$ cat src/rtl/mem_arb_pkg.sv
// Shared types for the memory port arbiter: FSM states, owner tags and
// the largest supported memory read latency.
package mem_arb_pkg;

    typedef enum logic [1:0] {
        IDLE,
        ISSUE,
        WAIT,
        DONE
    } arb_state_t;

    typedef enum logic {
        OWN_I,
        OWN_D
    } owner_t;

    localparam int ARB_LAT_MAX = 7;

endpackage

$ cat src/rtl/mem_port_arbiter_if.sv
// Bus bundle for the arbiter: fetch port (if_*), load/store port (d_*)
// and the single-port memory side (mem_*). slave = arbiter, master = env.
interface mem_port_arbiter_if #(
    parameter int ADDR_W = 32,
    parameter int DATA_W = 32
);
    logic                  if_req;
    logic [ADDR_W-1:0]     if_addr;
    logic                  if_ack;
    logic [DATA_W-1:0]     if_rdata;

    logic                  d_req;
    logic                  d_we;
    logic [ADDR_W-1:0]     d_addr;
    logic [DATA_W-1:0]     d_wdata;
    logic [DATA_W/8-1:0]   d_wstrb;
    logic                  d_ack;
    logic [DATA_W-1:0]     d_rdata;

    logic                  mem_en;
    logic [DATA_W/8-1:0]   mem_we;
    logic [ADDR_W-1:0]     mem_addr;
    logic [DATA_W-1:0]     mem_wdata;
    logic [DATA_W-1:0]     mem_rdata;

    modport slave (
        input  if_req, if_addr,
        output if_ack, if_rdata,
        input  d_req, d_we, d_addr, d_wdata, d_wstrb,
        output d_ack, d_rdata,
        output mem_en, mem_we, mem_addr, mem_wdata,
        input  mem_rdata
    );

    modport master (
        output if_req, if_addr,
        input  if_ack, if_rdata,
        output d_req, d_we, d_addr, d_wdata, d_wstrb,
        input  d_ack, d_rdata,
        input  mem_en, mem_we, mem_addr, mem_wdata,
        output mem_rdata
    );

endinterface

$ cat src/rtl/mem_arb_lat_timer.sv
// Read-latency down-counter: load sets MEM_LAT-1, dec counts toward 0.
// Ports: clk, rst (async, active-high), load, dec, zero (count == 0).
module mem_arb_lat_timer #(
    parameter int MEM_LAT = 1
) (
    input  logic clk,
    input  logic rst,
    input  logic load,
    input  logic dec,
    output logic zero
);
    localparam int CNT_W = $clog2(MEM_LAT + 1);
    localparam logic [CNT_W-1:0] LOAD_VAL = CNT_W'(MEM_LAT - 1);

    logic [CNT_W-1:0] cnt;

    always_ff @(posedge clk or posedge rst) begin
        if (rst) begin
            cnt <= '0;
        end else if (load) begin
            cnt <= LOAD_VAL;
        end else if (dec && (cnt != '0)) begin
            cnt <= cnt - CNT_W'(1);
        end
    end

    assign zero = (cnt == '0);

endmodule

$ cat src/rtl/mem_port_arbiter.sv
// Shares one single-port sync memory between fetch and load/store ports.
// Ports: clk, rst (async, active-high), bus (slave modport), busy.
// Optional macro MEM_ARB_STARVE_GUARD_EN: forces a fetch grant after
// STARVE_MAX consecutive data grants made while a fetch was pending.
module mem_port_arbiter
    import mem_arb_pkg::*;
#(
    parameter int ADDR_W     = 32,
    parameter int DATA_W     = 32,
    parameter int MEM_LAT    = 1,
    parameter int STARVE_MAX = 4
) (
    input  logic                clk,
    input  logic                rst,
    mem_port_arbiter_if.slave   bus,
    output logic                busy
);
    localparam int STRB_W = DATA_W / 8;

    if (MEM_LAT < 1 || MEM_LAT > ARB_LAT_MAX || STARVE_MAX < 1) begin : g_cfg_err
        $error("mem_port_arbiter: MEM_LAT or STARVE_MAX out of range");
    end

    arb_state_t         state;
    arb_state_t         state_nx;
    owner_t             owner;
    logic               lat_we;
    logic [ADDR_W-1:0]  lat_addr;
    logic [DATA_W-1:0]  lat_wdata;
    logic [STRB_W-1:0]  lat_wstrb;

    logic               if_ack_q;
    logic               d_ack_q;
    logic [DATA_W-1:0]  if_rdata_q;
    logic [DATA_W-1:0]  d_rdata_q;

    logic               decide;
    logic               starved;
    logic               pick_d;
    logic               pick_i;
    logic               grant;
    logic               fin;
    logic               issue;
    logic               tmr_load;
    logic               tmr_dec;
    logic               tmr_zero;

    // DONE also arbitrates so the next access starts in the ack cycle.
    assign decide = (state == IDLE) || (state == DONE);
    assign pick_d = bus.d_req && !starved;
    assign pick_i = bus.if_req && !pick_d;
    assign grant  = decide && (pick_d || pick_i);

`ifdef MEM_ARB_STARVE_GUARD_EN
    localparam int SV_W = $clog2(STARVE_MAX + 1);

    logic [SV_W-1:0] starve_cnt;

    assign starved = bus.if_req && (starve_cnt == SV_W'(STARVE_MAX));

    // Saturates at STARVE_MAX: at that value a pending fetch wins.
    always_ff @(posedge clk or posedge rst) begin
        if (rst) begin
            starve_cnt <= '0;
        end else if (grant) begin
            if (pick_d && bus.if_req) begin
                starve_cnt <= starve_cnt + SV_W'(1);
            end else begin
                starve_cnt <= '0;
            end
        end
    end
`else
    assign starved = 1'b0;
`endif

    mem_arb_lat_timer #(
        .MEM_LAT (MEM_LAT)
    ) u_timer (
        .clk  (clk),
        .rst  (rst),
        .load (tmr_load),
        .dec  (tmr_dec),
        .zero (tmr_zero)
    );

    // Reads always pass through WAIT: the WAIT cycle seen with the
    // counter at 0 is the cycle mem_rdata is valid, so it is captured
    // on that edge and ack/rdata appear together in DONE.
    always_comb begin
        state_nx = state;
        tmr_load = 1'b0;
        tmr_dec  = 1'b0;
        fin      = 1'b0;
        unique case (state)
            IDLE: begin
                if (grant) state_nx = ISSUE;
            end
            ISSUE: begin
                if (lat_we) begin
                    fin      = 1'b1;
                    state_nx = DONE;
                end else begin
                    tmr_load = 1'b1;
                    state_nx = WAIT;
                end
            end
            WAIT: begin
                if (tmr_zero) begin
                    fin      = 1'b1;
                    state_nx = DONE;
                end else begin
                    tmr_dec  = 1'b1;
                end
            end
            DONE: begin
                state_nx = grant ? ISSUE : IDLE;
            end
        endcase
    end

    always_ff @(posedge clk or posedge rst) begin
        if (rst) begin
            state      <= IDLE;
            owner      <= OWN_I;
            lat_we     <= 1'b0;
            lat_addr   <= '0;
            lat_wdata  <= '0;
            lat_wstrb  <= '0;
            if_ack_q   <= 1'b0;
            d_ack_q    <= 1'b0;
            if_rdata_q <= '0;
            d_rdata_q  <= '0;
        end else begin
            state    <= state_nx;
            if_ack_q <= fin && (owner == OWN_I);
            d_ack_q  <= fin && (owner == OWN_D);
            if (fin && !lat_we) begin
                if (owner == OWN_I) begin
                    if_rdata_q <= bus.mem_rdata;
                end else begin
                    d_rdata_q  <= bus.mem_rdata;
                end
            end
            if (grant) begin
                owner     <= pick_d ? OWN_D : OWN_I;
                lat_addr  <= pick_d ? bus.d_addr : bus.if_addr;
                lat_we    <= pick_d && bus.d_we;
                lat_wstrb <= pick_d ? bus.d_wstrb : '0;
                lat_wdata <= pick_d ? bus.d_wdata : '0;
            end
        end
    end

    assign issue         = (state == ISSUE);
    assign busy          = (state != IDLE);
    assign bus.mem_en    = issue;
    assign bus.mem_we    = (issue && lat_we) ? lat_wstrb : '0;
    assign bus.mem_addr  = issue ? lat_addr : '0;
    assign bus.mem_wdata = issue ? lat_wdata : '0;
    assign bus.if_ack    = if_ack_q;
    assign bus.d_ack     = d_ack_q;
    assign bus.if_rdata  = if_rdata_q;
    assign bus.d_rdata   = d_rdata_q;

endmodule

$ cat src/flat_wrapper.sv
// flat-port wrapper written by rule: the top's interface ports become plain ports
module mem_port_arbiter_flat import mem_arb_pkg::*;
#(
    parameter int ADDR_W     = 32,
    parameter int DATA_W     = 32,
    parameter int MEM_LAT    = 1,
    parameter int STARVE_MAX = 4
)
  (clk, rst, busy, bus_if_req, bus_if_addr, bus_if_ack, bus_if_rdata, bus_d_req, bus_d_we, bus_d_addr, bus_d_wdata, bus_d_wstrb, bus_d_ack, bus_d_rdata, bus_mem_en, bus_mem_we, bus_mem_addr, bus_mem_wdata, bus_mem_rdata);
  mem_port_arbiter_if #(.ADDR_W(ADDR_W), .DATA_W(DATA_W)) bus_i ();
  input  logic clk;
  input  logic rst;
  output logic busy;
  input wire logic [$bits(bus_i.if_req)-1:0] bus_if_req;
  input wire logic [$bits(bus_i.if_addr)-1:0] bus_if_addr;
  output wire logic [$bits(bus_i.if_ack)-1:0] bus_if_ack;
  output wire logic [$bits(bus_i.if_rdata)-1:0] bus_if_rdata;
  input wire logic [$bits(bus_i.d_req)-1:0] bus_d_req;
  input wire logic [$bits(bus_i.d_we)-1:0] bus_d_we;
  input wire logic [$bits(bus_i.d_addr)-1:0] bus_d_addr;
  input wire logic [$bits(bus_i.d_wdata)-1:0] bus_d_wdata;
  input wire logic [$bits(bus_i.d_wstrb)-1:0] bus_d_wstrb;
  output wire logic [$bits(bus_i.d_ack)-1:0] bus_d_ack;
  output wire logic [$bits(bus_i.d_rdata)-1:0] bus_d_rdata;
  output wire logic [$bits(bus_i.mem_en)-1:0] bus_mem_en;
  output wire logic [$bits(bus_i.mem_we)-1:0] bus_mem_we;
  output wire logic [$bits(bus_i.mem_addr)-1:0] bus_mem_addr;
  output wire logic [$bits(bus_i.mem_wdata)-1:0] bus_mem_wdata;
  input wire logic [$bits(bus_i.mem_rdata)-1:0] bus_mem_rdata;
  assign bus_i.if_req = bus_if_req;
  assign bus_i.if_addr = bus_if_addr;
  assign bus_if_ack = bus_i.if_ack;
  assign bus_if_rdata = bus_i.if_rdata;
  assign bus_i.d_req = bus_d_req;
  assign bus_i.d_we = bus_d_we;
  assign bus_i.d_addr = bus_d_addr;
  assign bus_i.d_wdata = bus_d_wdata;
  assign bus_i.d_wstrb = bus_d_wstrb;
  assign bus_d_ack = bus_i.d_ack;
  assign bus_d_rdata = bus_i.d_rdata;
  assign bus_mem_en = bus_i.mem_en;
  assign bus_mem_we = bus_i.mem_we;
  assign bus_mem_addr = bus_i.mem_addr;
  assign bus_mem_wdata = bus_i.mem_wdata;
  assign bus_i.mem_rdata = bus_mem_rdata;
  mem_port_arbiter #(.ADDR_W(ADDR_W), .DATA_W(DATA_W), .MEM_LAT(MEM_LAT), .STARVE_MAX(STARVE_MAX)) u_core (.clk(clk), .rst(rst), .bus(bus_i), .busy(busy));
endmodule
$ cat config.mk
export PLATFORM = sky130hd
export DESIGN_NAME = mem_port_arbiter_flat
export DESIGN_NICKNAME = d
export VERILOG_FILES = /design/src/rtl/mem_arb_pkg.sv /design/src/rtl/mem_port_arbiter_if.sv /design/src/rtl/mem_arb_lat_timer.sv /design/src/rtl/mem_port_arbiter.sv /design/src/flat_wrapper.sv
export SDC_FILE = /design/constraint.sdc
export NUM_CORES = 1
export LEC_CHECK = 0
export ABC_AREA = 1
export CAP_MARGIN = 20
export CORE_ASPECT_RATIO = 1.1
export CORE_MARGIN = 4
export CORE_UTILIZATION = 38
export CTS_CLUSTER_SIZE = 20
export DETAILED_ROUTE_END_ITERATION = 8
export PLACE_DENSITY = 0.73
export SLEW_MARGIN = 20
export SYNTH_ARGS = -nofsm -noshare
export SYNTH_HDL_FRONTEND = slang
export SYNTH_SLANG_ARGS = --single-unit
$ cat constraint.sdc
create_clock -name clk -period 4.6 [get_ports clk]
set_input_delay 0.92 -clock clk [delete_from_list [all_inputs] [get_ports clk]]
set_output_delay 0.92 -clock clk [all_outputs]
set_load 0.005 [all_outputs]
==> impl_results.md <==
* Data arrival time of the critical path at about 2.6 ns
* Total Power at ~6600 µW
* Post-route ant nets at 0
* Vias per Instance at approximately 4.9
* Rows at between 40 and 50
* # fillers at 1436
* Reg-to-reg startpoint: u_core.state[0]$_DFFE_PP0P_
* Hold Path Class: reg -> reg
* Final worst path period share at between 70% and 80%
* Routed via count at 6172
* Ratio of cells with drive above 1 in the final layout at 4.83%
* Sink Count at between 100 and 150
* Avg Cell Area, Syn at 8.01 µm²
* H-Tree Depth at 4
* Area of the multi-input gates at about 2400 µm²
* Post-DR wirelength/cell at approximately 16 µm
* Syn Inst Count at between 800 and 900
* Syn Nets at roughly 940
* Seq/Total Area, Yosys at ~54%
* Remaining Overflow, GRT at 0
* Routed WL at 20400 µm
* Hold path endpoint: u_core.lat_wdata[9]$_DFFE_PP0P_
* Final WS setup at 1.04 ns
* Fin Clk Skew at about 0.0070 ns
* Largest net degree at the start of global routing at 70
* Register area at roughly 3500 µm²
* Ports at about 270
* Register-to-register setup slack at about 1.9 ns
* Status: finished clean
* CP Capture Type: output pin
* Diodes inserted at 0
* Vias in the first global route at about 6000
* Initial Util at between 30% and 40%
* Max FO, Critical Path at around 50
* Core Box Area at about 16000 µm²
* Synth unique cells at 18
* Worst EP required at approximately 3.7 ns
* WS Path Type: reg -> out
* Postcts setup bufs at 0
* Final setup TNS at 0 ns
* Clock Tree Root: clkbuf_16
* CTS Buf Count at 17
* Clock tree buffer depth at 2
* Area after DPL at approximately 9000 µm²
* Slew Viols, Final at 0
* Slew of the pin with the lowest slew margin at roughly 0.93 ns
* Count of buffers from port buffering at ~270
* Initial drt markers at 368
* Clk_lat worst skew at between 0.4 and 0.5 ns
* Nets at between 1000 and 1500
* WHS Path Cells at 2
* Min Hold Slack at ~0.47 ns
* Fin area at ~9800 µm²
* Final setup fails at 0
* Startpoint class of the critical path: register
* DRC Markers at 0
* Max Fclk at about 0.28 GHz
* Number of max-cap violations at 0
* Reg2reg end: u_core.lat_addr[26]$_DFFE_PP0P_
* Min Tclk post-route at 3.56 ns
* Hold Vio Cnt, Final at 0
* RSZ-0062 raised after global routing: false
* Slew HR at a little under two fifths
* Clock slew at reported path FFs at 0.06 ns
* Die height at around 140 µm
* GR Util All Layers at roughly a fifth
* FF+latch count, synth at ~140
* RD Place Congestion at between 0.8 and 0.9
* Dpl ws at around 1.5 ns
* Leak at about 0.0050 µW
* Min-delay src: u_core.lat_wdata[9]$_DFFE_PP0P_
* Worst Reg-to-Reg Cells at 6
* Post-CTS Hold Buffers at 0
* Die ar. at 19100 µm²
* Antenna violations before repair at 0
* Worst vdd ir at 0.407 mV
* Yosys warnings at 0
* Die Width at approximately 130 µm
* TritonRoute pass-1 iters at 5
* CTS tree: yes
* Hpwl dp at between 10000 and 15000 µm
* Synth-to-Final Area Change at 52.7%
* Resized Gates After CTS at 0
* First-pass GRT wire length at around 32000 µm
* Cell Area, Synth at between 6000 and 7000 µm²
* Pwr/cell area at 673 nW/µm²
logic make-up (layout without fill, tap and decap cells):
| group | after synthesis | count (layout) | share of synthesized area [%] |
|---|---|---|---|
| and+or+nand+nor | 476 | 476 | 31.2 |
| AOI/OAI and AO/OA | 42 | 42 | 4.56 |
| DFF | 139 | 139 | 54.1 |
| adders and majority gates | 4 | 4 | 0.779 |
| buffers and inverters | 141 | 394 | 9.38 |
registers in the layout, indices dropped and copies added, names as in the netlist:
name and cells:
u_core.owner 1, u_core.bus.if_rdata 32, u_core.lat_wstrb 4, u_core.bus.if_ack 1
u_core.lat_addr 32, u_core.lat_we 1, u_core.lat_wdata 32, u_core.state 2
u_core.bus.d_ack 1, u_core.u_timer.cnt 1, u_core.bus.d_rdata 32
report_power, final:
group | internal, µW | total, µW | switching, µW
registers | 1830 | 2150 | 326
logic | 1410 | 3070 | 1650
clock network | 825 | 1390 | 563
total | 4070 | 6610 | 2540
Yosys cell counts (all sizes together):
library cell / instances / area [µm²]
nand2: 301 / 1130
dfrtp: 139 / 3480
inv: 81 / 304
nor2: 71 / 267
nand4: 66 / 413
nand3: 38 / 190
buf: 35 / 205
o31ai: 32 / 240
clkbuf: 25 / 93.8
o21ai: 8 / 40.0
ha: 4 / 50.1
a211oi: 1 / 7.51
a21oi: 1 / 5.00
through the flow:
step | util, % | std cells
after global routing | 59.5 | 1259
final | 59.5 | 1259
after global placement | 55.9 | 1227
after detailed placement | 55.9 | 1227
after floorplan | - | 802
after CTS | 59.5 | 1259
routing by layer:
| layer | global-route usage (%) | part of all wire, % | wire length (µm) | vias up |
|---|---|---|---|---|
| li1 | - | - | - | 3035 |
| met1 | 27.8 | 43 | 8730 | 2889 |
| met2 | 34.8 | 50 | 10200 | 218 |
| met3 | 4.80 | 5.0 | 1020 | 30 |
| met4 | 8.35 | 2.3 | 475 | 0 |
| met5 | 0 | 0 | 0 | - |
placed cells by master (no fill, tap or decap):
| cell type | n |
|---|---|
| o21ai_0 | 8 |
| nand4_1 | 66 |
| nand2_1 | 299 |
| a21oi_4 | 1 |
| buf_12 | 2 |
| nor2_1 | 71 |
| clkinv_2 | 3 |
| ha_1 | 3 |
| nand3_1 | 38 |
| clkinv_4 | 4 |
| inv_1 | 76 |
| nand2_2 | 1 |
| buf_4 | 7 |
| buf_2 | 1 |
| inv_2 | 3 |
| dfrtp_1 | 139 |
| clkdlybuf4s50_1 | 271 |
| o31ai_1 | 32 |
| nand2_4 | 1 |
| inv_6 | 6 |
| clkinvlp_4 | 1 |
| clkbuf_16 | 17 |
| clkbuf_8 | 1 |
| ha_2 | 1 |
| bufinv_16 | 2 |
| a211oi_1 | 1 |
layout make-up:
cell class              instances  share of cell area, %
multi-input cells             522                   24.1
well taps                     204                   2.60
clock buffers                  18                   4.47
inverters                      81                   3.15
repair buffers                281                   28.6
flip-flops and latches        139                   35.4
clock inverters                14                   1.61
worst max-delay path: stages (launching register included):
cell             delay, ns
dfrtp_1               0.41
inv_1                 0.10
ha_2                  0.41
buf_4                 0.53
nand2_1               0.14
inv_1                 0.08
clkdlybuf4s50_1       0.50
how the worst max path moves through the flow:
| stage | slack (ns) | to | startpoint |
|---|---|---|---|
| 3_5_place_dp | 1.50 | bus_mem_wdata[20] | u_core.state[1]$_DFFE_PP0P_ |
| 5_1_grt | 0.86 | bus_mem_addr[15] | u_core.state[1]$_DFFE_PP0P_ |
| 2_1_floorplan | 1.94 | u_core.bus.d_ack$_DFF_PP0_ | rst |
| 6_report | 1.04 | bus_mem_addr[15] | u_core.state[1]$_DFFE_PP0P_ |
| 4_1_cts | 1.01 | bus_mem_addr[15] | u_core.state[1]$_DFFE_PP0P_ |
| 3_3_place_gp | 1.49 | bus_mem_addr[29] | u_core.state[1]$_DFFE_PP0P_ |
Power figures use the tool's default switching activity.
